File: src/rtl/text_overlay_mixer.sv
// Text overlay mixer: drives text ROM addresses, delays the scene to match ROM latency and
// overlays opaque text behind a frame-synchronous visibility FSM. Optional blink: TEXT_BLINK_EN.
module text_overlay_mixer #(
    parameter int          ADDR_W       = 16,
    parameter int          ROM_LAT      = 1,
    parameter logic [11:0] KEY_COLOR    = 12'h000,
    parameter int          DELAY_FRAMES = 30,
    parameter int          BLINK_FRAMES = 16
) (
    input  logic              clk,
    input  logic              rst_n,
    input  logic [1:0]        over,
    input  logic              frame_start,
    input  logic              de_in,
    input  logic              hs_in,
    input  logic              vs_in,
    input  logic [11:0]       scene_rgb,
    input  logic              text_hit,
    input  logic [ADDR_W-1:0] text_addr,
    output logic [ADDR_W-1:0] rom_addr,
    input  logic [11:0]       rom_data,
    output logic [11:0]       rgb_out,
    output logic              de_out,
    output logic              hs_out,
    output logic              vs_out,
    output logic              text_on
);

    localparam int L       = ROM_LAT + 1;
    localparam int PW      = 17;
    localparam int CNT_MAX = (DELAY_FRAMES > 2 * BLINK_FRAMES) ? DELAY_FRAMES : 2 * BLINK_FRAMES;
    localparam int CW      = $clog2((CNT_MAX > 1) ? CNT_MAX : 2) + 1;
    localparam logic [CW-1:0] DLY_LAST = (DELAY_FRAMES > 1) ? CW'(DELAY_FRAMES - 1) : '0;
    localparam logic [CW-1:0] CNT_SAT  = '1;
`ifdef TEXT_BLINK_EN
    localparam logic [CW-1:0] BLINK_LAST = (BLINK_FRAMES > 0) ? CW'(2 * BLINK_FRAMES - 1) : '0;
    localparam logic [CW-1:0] BLINK_HALF = CW'(BLINK_FRAMES);
`endif

    typedef enum logic [1:0] {IDLE, DELAY, SHOW} state_t;

    state_t          r_state, w_state_next;
    logic            r_kind, w_kind_next;
    logic [CW-1:0]   r_cnt, w_cnt_next;
    logic            r_text_on, w_text_on_next;
    logic            w_phase_on;

    logic [ADDR_W-1:0] r_rom_addr;
    logic [11:0]       r_rgb;
    logic              r_de, r_hs, r_vs;

    logic [PW-1:0] r_pipe [L];
    logic [PW-1:0] w_stage_in;
    logic [PW-1:0] w_tail;
    logic          w_de_d, w_hs_d, w_vs_d, w_hit_d, w_on_d;
    logic [11:0]   w_scene_d;
    logic [11:0]   w_rgb_mix;

    always_ff @(posedge clk or negedge rst_n) begin
        if (!rst_n) begin
            r_state   <= IDLE;
            r_kind    <= 1'b0;
            r_cnt     <= '0;
            r_text_on <= 1'b0;
        end else begin
            r_state   <= w_state_next;
            r_kind    <= w_kind_next;
            r_cnt     <= w_cnt_next;
            r_text_on <= w_text_on_next;
        end
    end

    always_comb begin
        w_state_next   = r_state;
        w_kind_next    = r_kind;
        w_cnt_next     = r_cnt;
        w_text_on_next = r_text_on;
        w_phase_on     = 1'b1;
        if (!over[1]) begin
            w_state_next = IDLE;
            w_cnt_next   = '0;
        end else begin
            case (r_state)
                IDLE: begin
                    w_kind_next  = over[0];
                    w_cnt_next   = '0;
                    w_state_next = DELAY;
                end
                default: begin
                    // A change between gameover and win restarts the entry delay.
                    if (over[0] != r_kind) begin
                        w_kind_next  = over[0];
                        w_cnt_next   = '0;
                        w_state_next = DELAY;
                    end else if (r_state == DELAY) begin
                        if (frame_start) begin
                            if (r_cnt >= DLY_LAST) begin
                                w_state_next = SHOW;
                                w_cnt_next   = '0;
                            end else if (r_cnt != CNT_SAT) begin
                                w_cnt_next = r_cnt + 1'b1;
                            end
                        end
                    end
`ifdef TEXT_BLINK_EN
                    else if (r_kind && frame_start) begin
                        w_cnt_next = (r_cnt >= BLINK_LAST) ? '0 : r_cnt + 1'b1;
                    end
`endif
                end
            endcase
        end
`ifdef TEXT_BLINK_EN
        w_phase_on = !w_kind_next || (w_cnt_next < BLINK_HALF);
`endif
        // Visibility only moves at frame boundaries so a frame is never torn.
        if (frame_start) begin
            w_text_on_next = (w_state_next == SHOW) && w_phase_on;
        end
    end

    assign w_stage_in = {de_in, hs_in, vs_in, text_hit, r_text_on, scene_rgb};

    always_ff @(posedge clk or negedge rst_n) begin
        if (!rst_n) begin
            for (int i = 0; i < L; i++) r_pipe[i] <= '0;
        end else begin
            r_pipe[0] <= w_stage_in;
            for (int i = 1; i < L; i++) r_pipe[i] <= r_pipe[i-1];
        end
    end

    assign w_tail    = r_pipe[L-1];
    assign w_de_d    = w_tail[16];
    assign w_hs_d    = w_tail[15];
    assign w_vs_d    = w_tail[14];
    assign w_hit_d   = w_tail[13];
    assign w_on_d    = w_tail[12];
    assign w_scene_d = w_tail[11:0];

    always_comb begin
        w_rgb_mix = w_scene_d;
        if (!w_de_d) begin
            w_rgb_mix = 12'h000;
        end else if (w_on_d && w_hit_d && (rom_data != KEY_COLOR)) begin
            w_rgb_mix = rom_data;
        end
    end

    always_ff @(posedge clk or negedge rst_n) begin
        if (!rst_n) begin
            r_rom_addr <= '0;
            r_rgb      <= '0;
            r_de       <= 1'b0;
            r_hs       <= 1'b0;
            r_vs       <= 1'b0;
        end else begin
            r_rom_addr <= text_addr;
            r_rgb      <= w_rgb_mix;
            r_de       <= w_de_d;
            r_hs       <= w_hs_d;
            r_vs       <= w_vs_d;
        end
    end

    assign rom_addr = r_rom_addr;
    assign rgb_out  = r_rgb;
    assign de_out   = r_de;
    assign hs_out   = r_hs;
    assign vs_out   = r_vs;
    assign text_on  = r_text_on;

endmodule

File: config.mk
export PLATFORM = sky130hd
export DESIGN_NAME = text_overlay_mixer
export DESIGN_NICKNAME = d
export VERILOG_FILES = /design/src/rtl/text_overlay_mixer.sv
export SDC_FILE = /design/constraint.sdc
export NUM_CORES = 1
export LEC_CHECK = 0
export BUFFER_PORTS_ARGS = -buffer_cell sky130_fd_sc_hd__buf_2
export CORE_MARGIN = 5
export CORE_UTILIZATION = 35
export CTS_CLUSTER_DIAMETER = 40
export CTS_CLUSTER_SIZE = 24
export DETAILED_ROUTE_END_ITERATION = 16
export PLACE_DENSITY = 0.57
export REMOVE_ABC_BUFFERS = 1
export SYNTH_ARGS = -nofsm -noshare
export SYNTH_HDL_FRONTEND = slang
export SYNTH_SLANG_ARGS = --single-unit
File: constraint.sdc
create_clock -name clk -period 2.5 [get_ports clk]
set_input_delay 0.25 -clock clk [delete_from_list [all_inputs] [get_ports clk]]
set_output_delay 0.25 -clock clk [all_outputs]
set_load 0.005 [all_outputs]
==> results.sh <==
export IMPL_outcome="finished, final reports clean"
export IMPL_tns_ps=0
export IMPL_ys_seq_area_frac=0.773
export IMPL_dpl_instance_area_um2=2920
export IMPL_leakage_nw=1.64
export IMPL_max_freq_ghz=0.596
export IMPL_htreeDepth=3
export IMPL_peakVddDrop_mv=0.314
export IMPL_grt_max_degree=76
export IMPL_hold_viol=0
export IMPL_drt_wl_total_um=4790
export IMPL_routabilityCongestion=0.729
export IMPL_tritoncts="done"
export IMPL_critical_path_required_ps=2780
export IMPL_finalSetupViolations=0
export IMPL_post_drt_via_cell_ratio=4.44
export IMPL_hpwlAfterDp_um=3170
export IMPL_seq_area_um2=1880
export IMPL_drc_errors=0
export IMPL_areaGrowthSynthToFinish_pct=38.8
export IMPL_cp_arrival_ps=1960
export IMPL_numCtsBuffers=9
export IMPL_clk_path_buf_depth=2
export IMPL_finClkSkew_ps=10.9
export IMPL_synth_area_per_cell_um2=14.9
export IMPL_power_density_nw_per_um2=677
export IMPL_nNetsFinal=330
export IMPL_vias=1612
export IMPL_drt_antenna_violating_nets=0
export IMPL_slew_viol_final=0
export IMPL_drt_iter0_markers=36
export IMPL_cts_resized_gates=0
export IMPL_final_cell_area_um2=3370
export IMPL_synth_largest_area_cell="dfrtp_1"
export IMPL_grt_pass1_vias=1687
export IMPL_power_total_w=0.00228
export IMPL_clk_latency_ps=340
export IMPL_drt_pass1_iterations=4
export IMPL_yosysUniqueCellTypes=30
export IMPL_antenna_found_initial=0
export IMPL_root_buffer="clkbuf_8"
export IMPL_grt_pass1_wl_um=7920
export IMPL_dieHeight_um=93.3
export IMPL_ys_ff_latch=75
export IMPL_fin_crit_ps=1680
export IMPL_yosys_top_cells_area="dfrtp_1, nand3_1, o21ai_0"
export IMPL_end_kind="flip-flop"
export IMPL_final_common_cell="buf_2"
export IMPL_instances_no_fill=363
export IMPL_clkTransAtPathRegs_ps=80
export IMPL_grt_usage=0.119
export IMPL_most_common_layout_cells="buf_2, dfrtp_1, dlygate4sd3_1"
export IMPL_yosys_warnings=0
export IMPL_wl_per_cell_um=13.2
export IMPL_cts_setup_buffers=0
export IMPL_start_util=0.359
export IMPL_finalCritPeriodShare=0.671
export IMPL_synth_cells=163
export IMPL_crit_fanout=6
export IMPL_yosys_area_top_type_share=0.773
export IMPL_hold_class="in2reg"
export IMPL_diodes=0
export IMPL_rsz0062_at_grt="no"
export IMPL_slew_headroom=0.398
export IMPL_critPathLaunchType="flip-flop"
export IMPL_grt_ovfl_total=0
export IMPL_core_area_um2=6760
export IMPL_top_level_ports=81
export IMPL_timing_worst_setup_path_type="reg2reg"
export IMPL_io_buffers=80
export IMPL_cts_sinks=75
export IMPL_worst_slew_pin_transition_ps=903
export IMPL_nFillCells=599
export IMPL_multiInputGateArea_um2=523
export IMPL_maxCapViolCount=0
export IMPL_die_area_um2=8700
export IMPL_drive_above_1_share=0.375
export IMPL_place_inst=320
export IMPL_synth_area_um2=2430
export IMPL_rows=30
export IMPL_die_w_um=93.3
where the power goes:
part           switching [W]  internal, W  total (W)  leakage (nW)
sequential         0.0000202      0.00127    0.00129         0.912
combinational      0.0000769    0.0000890   0.000166         0.627
clock               0.000442     0.000387   0.000829        0.0960
repair_timing:
item | 4_1_cts | 5_1_grt
hold endpoints to repair | 20 | 7
hold buffers | 20 | 7
setup endpoints to repair | 0 | 0
final timing paths:
| path | startpoint | end | slack, ps | cells after the start |
|---|---|---|---|---|
| min | scene_rgb[7] | r_pipe[24] | 20 | 1 |
| min in group asynchronous | rst_n | w_tail[6] | 50 | 1 |
| max reg2reg | r_cnt[1] | r_cnt[0] | 820 | 6 |
| max in group asynchronous | rst_n | r_kind | 1880 | 1 |
| max | r_cnt[1] | r_cnt[0] | 820 | 6 |
| min reg2reg | r_pipe[18] | w_tail[1] | 350 | 0 |
flip-flops by register name (all words and copies together) (netlist names):
register and count:
de_out 1, hs_out 1, r_cnt 6, r_kind 1
r_pipe 17, r_state 2, rgb_out 12, rom_addr 16
text_on 1, vs_out 1, w_tail 17
synthesized netlist by cell type, drive strengths merged:
cell type   n
nand2      16
buf         2
nor2b       3
o41ai       1
a31oi       2
nand3      15
and2b       1
nor3        1
o21ai      13
clkbuf      2
dfrtp      75
o22ai       1
a21oi       1
a31o        1
mux2        2
a21boi      1
ha          3
a22o        5
inv         3
nor4        3
xnor2       2
a41o        1
o211ai      1
nand2b      1
nor2        6
nand4b      1
critical path: stages, from the launching register on:
cell      delay, ps
dfrtp_1         410
inv_1            80
ha_1            180
nand2b_4        130
a41o_4          310
nor3_4          310
mux2_2          210
layout make-up:
cell class / instances / area share
Clock buffer: 10 / 0.0408
Inverter: 3 / 0.00334
Sequential cell: 75 / 0.557
Clock inverter: 6 / 0.0122
Timing Repair Buffer: 108 / 0.202
Multi-Input combinational cell: 81 / 0.155
Tap cell: 80 / 0.0297
logic make-up (layout without fill, tap and decap cells):
logic type | count (synthesis) | after routing | synth area share
adders and majority gates | 3 | 3 | 0.0155
muxes | 2 | 2 | 0.00927
DFF | 75 | 75 | 0.773
AOI/OAI and AO/OA | 27 | 27 | 0.0799
and+or+nand+nor | 47 | 47 | 0.100
buffers and inverters | 7 | 127 | 0.0118
xor gates and xnor gates | 2 | 2 | 0.0103
layer usage:
| metal | up-vias | global-route usage | part of all wire |
|---|---|---|---|
| met3 | 4 | 0.0531 | 0.080 |
| met5 | - | 0 | 0 |
| li1 | 785 | - | - |
| met1 | 761 | 0.150 | 0.46 |
| met4 | 0 | 0.0476 | 0.0077 |
| met2 | 62 | 0.178 | 0.45 |
per-stage QoR:
step / util / setup WS [ps] / hold WS (ps)
finish: 0.499 / 821 / 21.0
CTS: 0.489 / 821 / 0.967
detailed placement: 0.432 / 847 / 335
global placement: 0.432 / 903 / 333
floorplan: - / 940 / -45.6
global route: 0.499 / 736 / 0.267
Power figures use the tool's default switching activity.
